[config.mk]
export PLATFORM = sky130hd
export DESIGN_NAME = pc_gen
export DESIGN_NICKNAME = d
export VERILOG_FILES = /design/src/rtl/pc_pkg.sv /design/src/rtl/pc_redirect_arb.sv /design/src/rtl/pc_gen.sv
export SDC_FILE = /design/constraint.sdc
export NUM_CORES = 1
export LEC_CHECK = 0
export BUFFER_PORTS_ARGS = -buffer_cell sky130_fd_sc_hd__buf_2
export CORE_AREA = 2 2 167 169
export DETAILED_ROUTE_END_ITERATION = 10
export DIE_AREA = 0 0 169 171
export GPL_ROUTABILITY_DRIVEN = 0
export HOLD_SLACK_MARGIN = 0.05
export PLACE_DENSITY_LB_ADDON = 0.12
export SYNTH_ARGS = -nofsm -noshare
export SYNTH_HDL_FRONTEND = slang
export SYNTH_SLANG_ARGS = --single-unit
[constraint.sdc]
create_clock -name clk -period 3.5 [get_ports clk]
set_input_delay 0.35 -clock clk [delete_from_list [all_inputs] [get_ports clk]]
set_output_delay 0.35 -clock clk [all_outputs]
set_load 0.02 [all_outputs]
[src/rtl/pc_pkg.sv]
// Shared types and constants for the fetch-stage program-counter generator.
package pc_pkg;

    // Fetch control states; encoding 3 is unused and recovers to BOOT.
    typedef enum logic [1:0] {
        BOOT   = 2'd0,
        RUN    = 2'd1,
        HALTED = 2'd2
    } pc_state_e;

    // Default PC after reset (truncated to the instance address width).
    localparam logic [63:0] DEFAULT_RESET_ADDR = 64'h0;

    // Redirect channel indices; a lower index wins.
    localparam int REDIR_TRAP    = 0;
    localparam int REDIR_MISPRED = 1;
    localparam int REDIR_JUMP    = 2;
    localparam int REDIR_DEBUG   = 3;

    // Width of a channel index, never less than one bit.
    function automatic int id_width(input int n);
        return (n > 1) ? $clog2(n) : 1;
    endfunction

endpackage

[src/rtl/pc_redirect_arb.sv]
// Fixed-priority redirect selector: the lowest-numbered valid channel wins.
module pc_redirect_arb
    import pc_pkg::*;
#(
    parameter  int NUM_REDIRECT = 4,
    parameter  int ADDR_WIDTH   = 64,
    localparam int ID_WIDTH     = id_width(NUM_REDIRECT)
) (
    input  logic [NUM_REDIRECT-1:0]            valid,
    input  logic [NUM_REDIRECT*ADDR_WIDTH-1:0] target,
    output logic                               any,
    output logic [ID_WIDTH-1:0]                index,
    output logic [ADDR_WIDTH-1:0]              sel_target
);

    // Scan from the lowest-priority channel upward so the last hit is the winner.
    always_comb begin
        // NOTE: every output of a combinational block gets a default before any
        // conditional assignment; otherwise a path that skips it infers a latch.
        any        = |valid;
        index      = '0;
        sel_target = '0;
        for (int i = NUM_REDIRECT - 1; i >= 0; i--) begin
            if (valid[i]) begin
                index      = ID_WIDTH'(i);
                sel_target = target[i*ADDR_WIDTH +: ADDR_WIDTH];
            end
        end
    end

endmodule

[src/rtl/pc_gen.sv]
// Program-counter generator for the fetch stage: boot hold-off, prioritised
// redirects that override stall, fetch valid/ready handshake, debug halt and
// resume, redirect-target alignment flag and an accepted-fetch counter.
module pc_gen
    import pc_pkg::*;
#(
    parameter  int                    ADDR_WIDTH   = 64,
    parameter  logic [ADDR_WIDTH-1:0] RESET_ADDR   = ADDR_WIDTH'(DEFAULT_RESET_ADDR),
    parameter  int                    INST_BYTES   = 4,
    parameter  int                    NUM_REDIRECT = 4,
    parameter  int                    BOOT_DELAY   = 2,
    parameter  int                    CNT_WIDTH    = 32,
    localparam int                    ID_WIDTH     = id_width(NUM_REDIRECT)
) (
    input  logic                               clk,
    input  logic                               reset,
    input  logic                               stall,
    input  logic [NUM_REDIRECT-1:0]            redirect_valid,
    input  logic [NUM_REDIRECT*ADDR_WIDTH-1:0] redirect_target,
    input  logic                               halt_req,
    input  logic                               resume_req,
    input  logic                               fetch_ready,
    output logic                               fetch_valid,
    output logic [ADDR_WIDTH-1:0]              pc_reg,
    output logic [ADDR_WIDTH-1:0]              pc_seq,
    output logic                               redirect_taken,
    output logic [ID_WIDTH-1:0]                redirect_id,
    output logic                               misaligned,
    output logic [1:0]                         state_o,
    output logic [CNT_WIDTH-1:0]               fetch_count
);

    // Low PC bits that must be zero for an instruction-aligned address.
    localparam int ALIGN_BITS = $clog2(INST_BYTES);
    // Boot counter wide enough to hold BOOT_DELAY itself.
    localparam int BOOT_W     = (BOOT_DELAY > 0) ? $clog2(BOOT_DELAY + 1) : 1;

    pc_state_e             state_q, state_d;
    logic [BOOT_W-1:0]     boot_cnt_q, boot_cnt_d;
    logic                  halt_pend_q, halt_pend_d;

    logic                  fire;
    logic                  redir_any;
    logic [ID_WIDTH-1:0]   redir_idx;
    logic [ADDR_WIDTH-1:0] redir_target;
    logic [ADDR_WIDTH-1:0] aligned_target;
    logic                  low_bits_set;
    logic [ADDR_WIDTH-1:0] pc_next;

    // ------------------------------------------------------------------
    // Handshake and sequential address
    // ------------------------------------------------------------------
    assign fetch_valid = (state_q == RUN);
    assign fire        = fetch_valid & fetch_ready & ~stall;
    // Natural modulo-2^ADDR_WIDTH wrap; no overflow flag is wanted.
    assign pc_seq      = pc_reg + ADDR_WIDTH'(INST_BYTES);
    assign state_o     = state_q;

    // ------------------------------------------------------------------
    // Redirect selection and alignment
    // ------------------------------------------------------------------
    pc_redirect_arb #(
        .NUM_REDIRECT (NUM_REDIRECT),
        .ADDR_WIDTH   (ADDR_WIDTH)
    ) u_arb (
        .valid      (redirect_valid),
        .target     (redirect_target),
        .any        (redir_any),
        .index      (redir_idx),
        .sel_target (redir_target)
    );

    // Targets are forced onto an instruction boundary; dropped bits are flagged.
    assign aligned_target = {redir_target[ADDR_WIDTH-1:ALIGN_BITS], {ALIGN_BITS{1'b0}}};
    assign low_bits_set   = |redir_target[ALIGN_BITS-1:0];

    // Next PC: redirect beats sequential advance, which beats hold. Redirects
    // apply in every state so a halted debugger can still write the PC.
    always_comb begin
        pc_next = pc_reg;
        if (redir_any) begin
            pc_next = aligned_target;
        end else if (fire) begin
            pc_next = pc_seq;
        end
    end

    // ------------------------------------------------------------------
    // Control FSM
    // ------------------------------------------------------------------
    // Next-state logic: boot hold-off, halt/resume, recovery from encoding 3.
    always_comb begin
        state_d     = state_q;
        boot_cnt_d  = boot_cnt_q;
        halt_pend_d = halt_pend_q;
        case (state_q)
            BOOT: begin
                if (boot_cnt_q == '0) begin
                    state_d     = (halt_pend_q | halt_req) ? HALTED : RUN;
                    halt_pend_d = 1'b0;
                end else begin
                    boot_cnt_d = boot_cnt_q - BOOT_W'(1);
                    if (halt_req) begin
                        halt_pend_d = 1'b1;
                    end
                end
            end
            RUN: begin
                if (halt_req) begin
                    state_d = HALTED;
                end
            end
            HALTED: begin
                // A simultaneous halt request keeps the core parked.
                if (resume_req & ~halt_req) begin
                    state_d = RUN;
                end
            end
            default: begin
                state_d     = BOOT;
                boot_cnt_d  = BOOT_W'(BOOT_DELAY);
                halt_pend_d = 1'b0;
            end
        endcase
    end

    // State register with immediate asynchronous reset.
    always_ff @(posedge clk or posedge reset) begin
        // NOTE: all clocked state uses non-blocking assignment so every register
        // samples the pre-edge values regardless of statement order.
        if (reset) begin
            state_q     <= BOOT;
            boot_cnt_q  <= BOOT_W'(BOOT_DELAY);
            halt_pend_q <= 1'b0;
        end else begin
            state_q     <= state_d;
            boot_cnt_q  <= boot_cnt_d;
            halt_pend_q <= halt_pend_d;
        end
    end

    // ------------------------------------------------------------------
    // PC, redirect status and fetch counter
    // ------------------------------------------------------------------
    // Datapath registers; status pulses clear on any edge without a redirect.
    always_ff @(posedge clk or posedge reset) begin
        if (reset) begin
            pc_reg         <= RESET_ADDR;
            redirect_taken <= 1'b0;
            redirect_id    <= '0;
            misaligned     <= 1'b0;
            fetch_count    <= '0;
        end else begin
            pc_reg         <= pc_next;
            redirect_taken <= redir_any;
            misaligned     <= redir_any & low_bits_set;
            // The id keeps naming the last winner between redirects.
            if (redir_any) begin
                redirect_id <= redir_idx;
            end
            // A fire is still counted when a redirect overrides its PC advance.
            if (fire) begin
                fetch_count <= fetch_count + CNT_WIDTH'(1);
            end
        end
    end

endmodule

==> metrics.md, run 1 <==
| Metric | Value |
|---|---|
| Synth top area cells | `dfrtp_1 31%, xnor2_1 9.2%, xor2_1 4.9%, nand2_1 4.8%, o21ai_0 4.4%` |
| Count leader, synth | `nand2_1` |
| First-pass GRT wire length | `55,700 um` |
| Critical Path AT | `3.02 ns` |
| Post-Route Utilization | `39.9%` |
| Setup CP Type | `register to primary output` |
| Cts bufs inserted | `9` |
| Antenna viol nets, final | `0` |
| Fin crit share | `96.2%` |
| Die X | `169 um` |
| Design Area, Final | `0.0109 mm^2` |
| Total GRT Usage | `25.4%` |
| Final Hold Vio Count | `0` |
| Hold WC Path Type | `primary input to async pin` |
| DRC | `0` |
| Skew final | `0.0157 ns` |
| Clock-pin transition on the worst setup and hold timing paths | `0.09 ns` |
| Syn-to-layout area delta | `34.2%` |
| Synth Area per Inst | `8.13 um^2` |
| Min cycle time layout | `3.37 ns` |
| CP Cell Sequence | `nand4_1 > nor4_2 > nand2_1 > or3_1 > xnor2_1 > buf_2` |
| Slew at the pin with the worst max-slew slack | `0.889 ns` |
| Largest register FFs | `62` |
| WL per Instance | `21.9 um` |
| Sequential share of the synthesized area | `31.8%` |
| Final net count | `1,654` |
| IO buf count | `428` |
| GRT overflow | `0` |
| Count of final setup violators | `0` |
| RSZ-0062 raised after global routing | `yes` |
| CP required | `3.15 ns` |
| Synth unique cells | `61` |
| Clk buf depth | `2` |
| Worst rel slew slack | `40.5%` |
| Synth top area share | `31.5%` |
| CTS H-tree lvls | `3` |
| Aggregate routed wire length | `38,000 um` |
| Top FF cell, synth | `dfrtp_1` |
| DR iter-0 viols | `570` |
| Fraction of layout instances using a drive strength above 1 | `36.8%` |
| Max Clock Freq | `0.297 GHz` |
| I/O Pins | `433` |
| Clock root cell | `clkbuf_16` |
| Vias per cell | `5.35` |
| Tot Pwr | `4100 uW` |
| Core Rows | `61` |
| Via count | `9,278` |
| Slowest-stage cell, CP | `nor4_2` |
| Die Area | `0.0289 mm^2` |
| Chip Height | `171 um` |
| Yosys reg bits | `103` |
| CTS tree | `built` |
| Power per cell area | `376 mW/mm^2` |
| CP Max Fanout | `9` |
| Largest net degree at the start of global routing | `64` |
| Clock Latency Late Sink | `0.37 ns` |
| Status | `completed` |
| Number of global-route vias before repair | `8,916` |
| Largest area contributor in the netlist | `dfrtp_1` |
| Max rail drop VDD | `261 uV` |
| Max cap viols | `0` |
| Max-slew violation count | `0` |
| Post-synth top cells | `103 x nand2_1, 102 x dfrtp_1, 85 x xnor2_1` |
| Hpwl dp | `29,900 um` |
| Core area | `0.0273 mm^2` |
| Yosys Warn Count | `0` |
| Post-Syn Area | `0.00811 mm^2` |
| EDFF count, synth | `0` |
| Static Leak | `0.00499 uW` |
| Delay of the slowest critical-path stage | `0.57 ns` |
| WHS | `0.110 ns` |
| Worst setup SP type | `register` |
| Antenna violations before repair | `2` |
| Crit. End Element | `primary output` |
| Initial core utilization | `29.7%` |
| Clock sink total | `103` |
| Post-Syn Instances | `998` |
| Async SR Flop Fraction | `100%` |
| Post-DP Area | `0.0106 mm^2` |
| Drt first pass iters | `5` |
==> layout make-up <==
type	instances	area (um^2)
flip-flops and latches	103	2580
fillers	2951	16400
well taps	346	433
clock inverters	7	86.3
clock buffers	9	225
repair buffers	455	2360
diodes	2	5.00
inverters	30	115
multi-input cells	783	5090
==> placed cells by master, fill, tap and decap left out, types with 8 or more instances in the layout <==
cell,netlist,routed
a21oi_1,54,54
a221o_1,31,31
a221oi_1,11,11
a22oi_1,8,8
a32oi_1,10,10
and3_1,10,10
buf_2,17,428
buf_4,4,26
clkbuf_16,0,9
dfrtp_1,102,102
inv_1,28,27
nand2_1,103,102
nand2b_1,12,12
nand3_1,38,38
nand4_1,33,33
nor2_1,84,84
nor3_1,21,20
nor4_1,10,9
nor4_2,7,8
o21ai_0,71,71
o221ai_1,22,22
o22a_1,21,21
o22ai_1,23,23
xnor2_1,85,85
xor2_1,45,45
==> path summary, 6_finish.rpt <==
path,startpoint,endpoint,slack [ns],cells after the start
max,pc_reg[14],pc_seq[39],0.13,6
min,reset,fetch_count[9],0.11,2
max reg2reg,pc_reg[14],pc_reg[48],0.75,5
min reg2reg,fetch_count[31],fetch_count[31],0.49,1
max in group asynchronous,reset,fetch_count[31],2.43,3
min in group clk,redirect_target[63],pc_reg[63],0.20,3
==> stage by stage <==
stage	worst slack, ns	setup TNS [ns]	instances
after floorplan	0.448	0	1001
after global placement	0.497	0	1717
after detailed placement	0.455	0	1717
after CTS	0.0286	0	1733
after global routing	-0.0499	-0.119	1734
final	0.132	0	1735
==> logic make-up after synthesis <==
group	synth area share [%]
AND/OR/NAND/NOR	23.6
flip-flops	31.8
XOR/XNOR	14.0
multiplexers	0.247
buffers and inverters	5.87
adder cells (fa/ha/maj)	0.925
AO/OA/AOI/OAI	23.5
other	0.0462
==> metal layers <==
| metal | vias to the layer above | part of all wire (%) | global-route usage, % |
|---|---|---|---|
| met2 | 386 | 47 | 42.7 |
| met3 | 39 | 6.6 | 4.33 |
| li1 | 4417 | - | - |
| met5 | - | 0 | 0 |
| met4 | 0 | 1.9 | 6.06 |
| met1 | 4436 | 45 | 34.1 |
==> power breakdown <==
group	internal (uW)	leakage, uW	total [uW]	switching [uW]
combinational	571	0.00355	1490	919
clock	514	0.000150	1080	569
sequential	1320	0.00128	1530	210
total	2400	0.00499	4100	1700
==> what timing repair did <==
item,in CTS,in global routing
gates resized for setup,0,2
buffers inserted,0,0
endpoints found under the setup margin,0,5
hold buffers,0,0
==> critical path: cells and delay by family (launching register included) <==
kind	cells	cell delay [ns]
AND/OR/NAND/NOR	4	1.72
flip-flops	1	0.52
XOR/XNOR	1	0.22
buffers and inverters	1	0.20
Note: power is estimated with default switching activity, not from simulation.
==> inputs of run 2 (changes only) <==
--- a/config.mk
+++ b/config.mk
@@ -5,10 +5,11 @@
 export SDC_FILE = /design/constraint.sdc
 export NUM_CORES = 1
 export LEC_CHECK = 0
+export ABC_AREA = 1
 export BUFFER_PORTS_ARGS = -buffer_cell sky130_fd_sc_hd__buf_2
-export CORE_AREA = 2 2 167 169
+export CORE_AREA = 2 2 170 172
 export DETAILED_ROUTE_END_ITERATION = 10
-export DIE_AREA = 0 0 169 171
+export DIE_AREA = 0 0 172 174
 export GPL_ROUTABILITY_DRIVEN = 0
 export HOLD_SLACK_MARGIN = 0.05
 export PLACE_DENSITY_LB_ADDON = 0.12
==> metrics.md, run 2 <==
| Metric | Value |
|---|---|
| Worst Reg-to-Reg Cells | `9 (was 5)` |
| Setup CP Type | `register to primary output (unchanged)` |
| RR Endpoint | `pc_reg[41] (was pc_reg[48])` |
| Worst setup SP type | `register (unchanged)` |
| Status | `completed (unchanged)` |
| Most common cell on crit path | `nand2_1` |
| Final Hold Vio Count | `0 (unchanged)` |
| Vias per cell | `4.94 (was 5.35)` |
| First-pass GRT wire length | `60,900 um (was 55,700 um)` |
| Synth top area share | `29.6% (was 31.5%)` |
| Via count | `10,500 (was 9,278)` |
| Antenna violations before repair | `2 (unchanged)` |
| Final worst slack | `0.651 ns (was 0.132 ns)` |
| Skew final | `0.0141 ns (was 0.0157 ns)` |
| CTS tree | `built (unchanged)` |
| Largest register FFs | `62 (unchanged)` |
| Chip Height | `174 um (was 171 um)` |
| Hold-fix buffers at CTS | `0 (unchanged)` |
| Hpwl dp | `33,500 um (was 29,900 um)` |
| DRC | `0 (unchanged)` |
| Clock-pin transition on the worst setup and hold timing paths | `0.08 ns (was 0.09 ns)` |
| Syn-to-layout area delta | `32.8% (was 34.2%)` |
| Yosys reg bits | `103 (unchanged)` |
| Most frequent cells in the layout | `427 x buf_2, 390 x nand2_1, 196 x nor2_1 (was 428 x buf_2, 102 x nand2_1, 102 x dfrtp_1)` |
| Die Area | `0.0299 mm^2 (was 0.0289 mm^2)` |
| Slew at the pin with the worst max-slew slack | `0.840 ns (was 0.889 ns)` |
| Synth Area per Inst | `6.44 um^2 (was 8.13 um^2)` |
| Synth unique cells | `47 (was 61)` |
| Synth top area cells | `dfrtp_1 30%, nand2_1 17%, nor2_1 8.6%, a21oi_1 6.7%, inv_1 4.4% (was dfrtp_1 31%, xnor2_1 9.2%, xor2_1 4.9%, nand2_1 4.8%, o21ai_0 4.4%)` |
| Core Rows | `62 (was 61)` |
| Drt first pass iters | `5 (unchanged)` |
| Post-synth top cells | `390 x nand2_1, 197 x nor2_1, 116 x a21oi_1 (was 103 x nand2_1, 102 x dfrtp_1, 85 x xnor2_1)` |
| Max cap viols | `0 (unchanged)` |
| Count of final setup violators | `0 (unchanged)` |
| Min cycle time layout | `2.85 ns (was 3.37 ns)` |
| RSZ-0062 raised after global routing | `no (was yes)` |
| Crit. End Element | `primary output (unchanged)` |
| CTS resizes | `0 (unchanged)` |
| I/O Pins | `433 (unchanged)` |
| Power per cell area | `366 mW/mm^2 (was 376 mW/mm^2)` |
| Post-place setup slack | `0.967 ns (was 0.455 ns)` |
| Clk buf depth | `2 (unchanged)` |
| Sequential share of the synthesized area | `29.9% (was 31.8%)` |
| Initial core utilization | `30.5% (was 29.7%)` |
| Final net count | `2,011 (was 1,654)` |
| Clock Latency Late Sink | `0.36 ns (was 0.37 ns)` |
| Largest area contributor in the netlist | `dfrtp_1 (unchanged)` |
| Reg2reg start | `state_o[1] (was pc_reg[14])` |
| IO buf count | `428 (unchanged)` |
| # fillers | `3,151 (was 2,951)` |
| Yosys Warn Count | `0 (unchanged)` |
| Post-Syn Instances | `1,339 (was 998)` |
| Multi-input gate area | `0.00533 mm^2 (was 0.00509 mm^2)` |
| CP Max Fanout | `6 (was 9)` |
| Static Leak | `0.00578 uW (was 0.00499 uW)` |
| Die X | `172 um (was 169 um)` |
| CP required | `3.15 ns (about the same)` |
| Fraction of layout instances using a drive strength above 1 | `30.3% (was 36.8%)` |
| Antenna viol nets, final | `0 (unchanged)` |
| Top FF cell, synth | `dfrtp_1 (unchanged)` |
| GRT overflow | `0 (unchanged)` |
| Clock root cell | `clkbuf_16 (unchanged)` |
| Number of global-route vias before repair | `10,000 (was 8,916)` |
| Leading cell type in the layout, fill and taps excluded | `buf_2 (unchanged)` |
| Critical path launch point | `pc_reg[2] (was pc_reg[14])` |
| Delay of the slowest critical-path stage | `0.48 ns (was 0.57 ns)` |
| Postcts setup bufs | `0 (unchanged)` |
| EDFF count, synth | `0 (unchanged)` |
| Max rail drop VDD | `272 uV (was 261 uV)` |
| Core area | `0.0282 mm^2 (was 0.0273 mm^2)` |
| Post-Syn Area | `0.00862 mm^2 (was 0.00811 mm^2)` |
| Aggregate routed wire length | `41,000 um (was 38,000 um)` |
| CP Cell Sequence | `ha_1 > nand2_1 > nor2_4 > nand2_4 > nor2_2 > nand2_1 > xnor2_1 > buf_2 (was nand4_1 > nor4_2 > nand2_1 > or3_1 > xnor2_1 > buf_2)` |
| DR iter-0 viols | `672 (was 570)` |
| Hold WC Path Type | `primary input to async pin (unchanged)` |
| Slowest-stage cell, CP | `dfrtp_1 (was nor4_2)` |
| Total GRT Usage | `27.1% (was 25.4%)` |
| Worst rel slew slack | `43.8% (was 40.5%)` |
| WL per Instance | `19.2 um (was 21.9 um)` |
| Critical Path AT | `2.50 ns (was 3.02 ns)` |
| Count leader, synth | `nand2_1 (unchanged)` |
| Clock sink total | `103 (unchanged)` |
| CTS H-tree lvls | `3 (unchanged)` |
| FF+latch area | `0.00258 mm^2 (unchanged)` |
| Reg-to-reg slack, setup | `0.99 ns (was 0.75 ns)` |
| Async SR Flop Fraction | `100% (unchanged)` |
| Fin crit share | `81.4% (was 96.2%)` |
| Post-route setup TNS | `0 ns (unchanged)` |
| Largest net degree at the start of global routing | `65 (was 64)` |
| Cts bufs inserted | `9 (unchanged)` |
| Max-slew violation count | `0 (unchanged)` |
| Max Clock Freq | `0.351 GHz (was 0.297 GHz)` |
[run 2: power by group]
part / switching [uW] / total, uW / internal [uW]
Clock: 526 / 1110 / 589
Sequential: 202 / 1520 / 1320
Combinational: 1020 / 1550 / 528
Total: 1750 / 4190 / 2440
[run 2: kinds of logic after synthesis]
kind of cell / after synthesis / synth area share [%]
AO/OA/AOI/OAI: 289 / 19.2
XOR/XNOR: 60 / 6.36
adder cells (fa/ha/maj): 6 / 0.871
buffers and inverters: 175 / 8.55
flip-flops: 103 / 29.9
other: 1 / 0.0435
AND/OR/NAND/NOR: 705 / 35.1
[run 2: area by class of cell]
type	instances	area share, %
clock buffer	10	2.09
sequential	103	22.5
antenna	3	0.0656
multi-input combinational	1064	46.6
timing repair buffer	448	20.2
tap	384	4.20
inverter	113	3.73
clock inverter	6	0.678
[run 2: per-layer routing]
layer  part of all wire [%]  up-vias  GRT usage [%]  wire length (um)
met1                     44     4960           36.8             18100
met5                      0        -              0                 0
met4                    1.8        0           6.62               743
li1                       -     5163              -                 -
met2                     47      365           43.8             19400
met3                    6.7       43           5.60              2770
[run 2: per-stage QoR]
stage | hold WS, ns | util (%) | std cells | total power, uW | instance area, um^2
finish | 0.0830 | 40.5 | 2131 | 4190 | 11400
global route | 0.152 | 40.5 | 2130 | 4430 | 11400
CTS | 0.126 | 40.5 | 2128 | 4220 | 11400
detailed placement | 0.465 | 39.4 | 2112 | 3090 | 11100
global placement | 0.465 | 39.4 | 2112 | 3080 | 11100
floorplan | 0.449 | - | 1342 | 2400 | 8630
[run 2: how the worst max path moves through the flow]
| stage | endpoint | slack, ns | depth (start not counted) |
|---|---|---|---|
| 6_report | pc_seq[30] | 0.65 | 8 |
| 5_1_grt | pc_seq[28] | 0.59 | 8 |
| 4_1_cts | pc_seq[30] | 0.65 | 8 |
| 3_5_place_dp | pc_reg[37] | 0.97 | 9 |
| 3_3_place_gp | pc_reg[28] | 1.02 | 7 |
| 2_1_floorplan | boot_cnt_q[0] | 0.45 | 1 |
[run 2: worst max-delay path, delay by kind of cell (launching register included)]
| kind | cells | cell delay [ns] |
|---|---|---|
| adders and majority gates | 1 | 0.25 |
| buffers and inverters | 1 | 0.25 |
| xor gates and xnor gates | 1 | 0.41 |
| and+or+nand+nor | 5 | 0.75 |
| DFF | 1 | 0.48 |
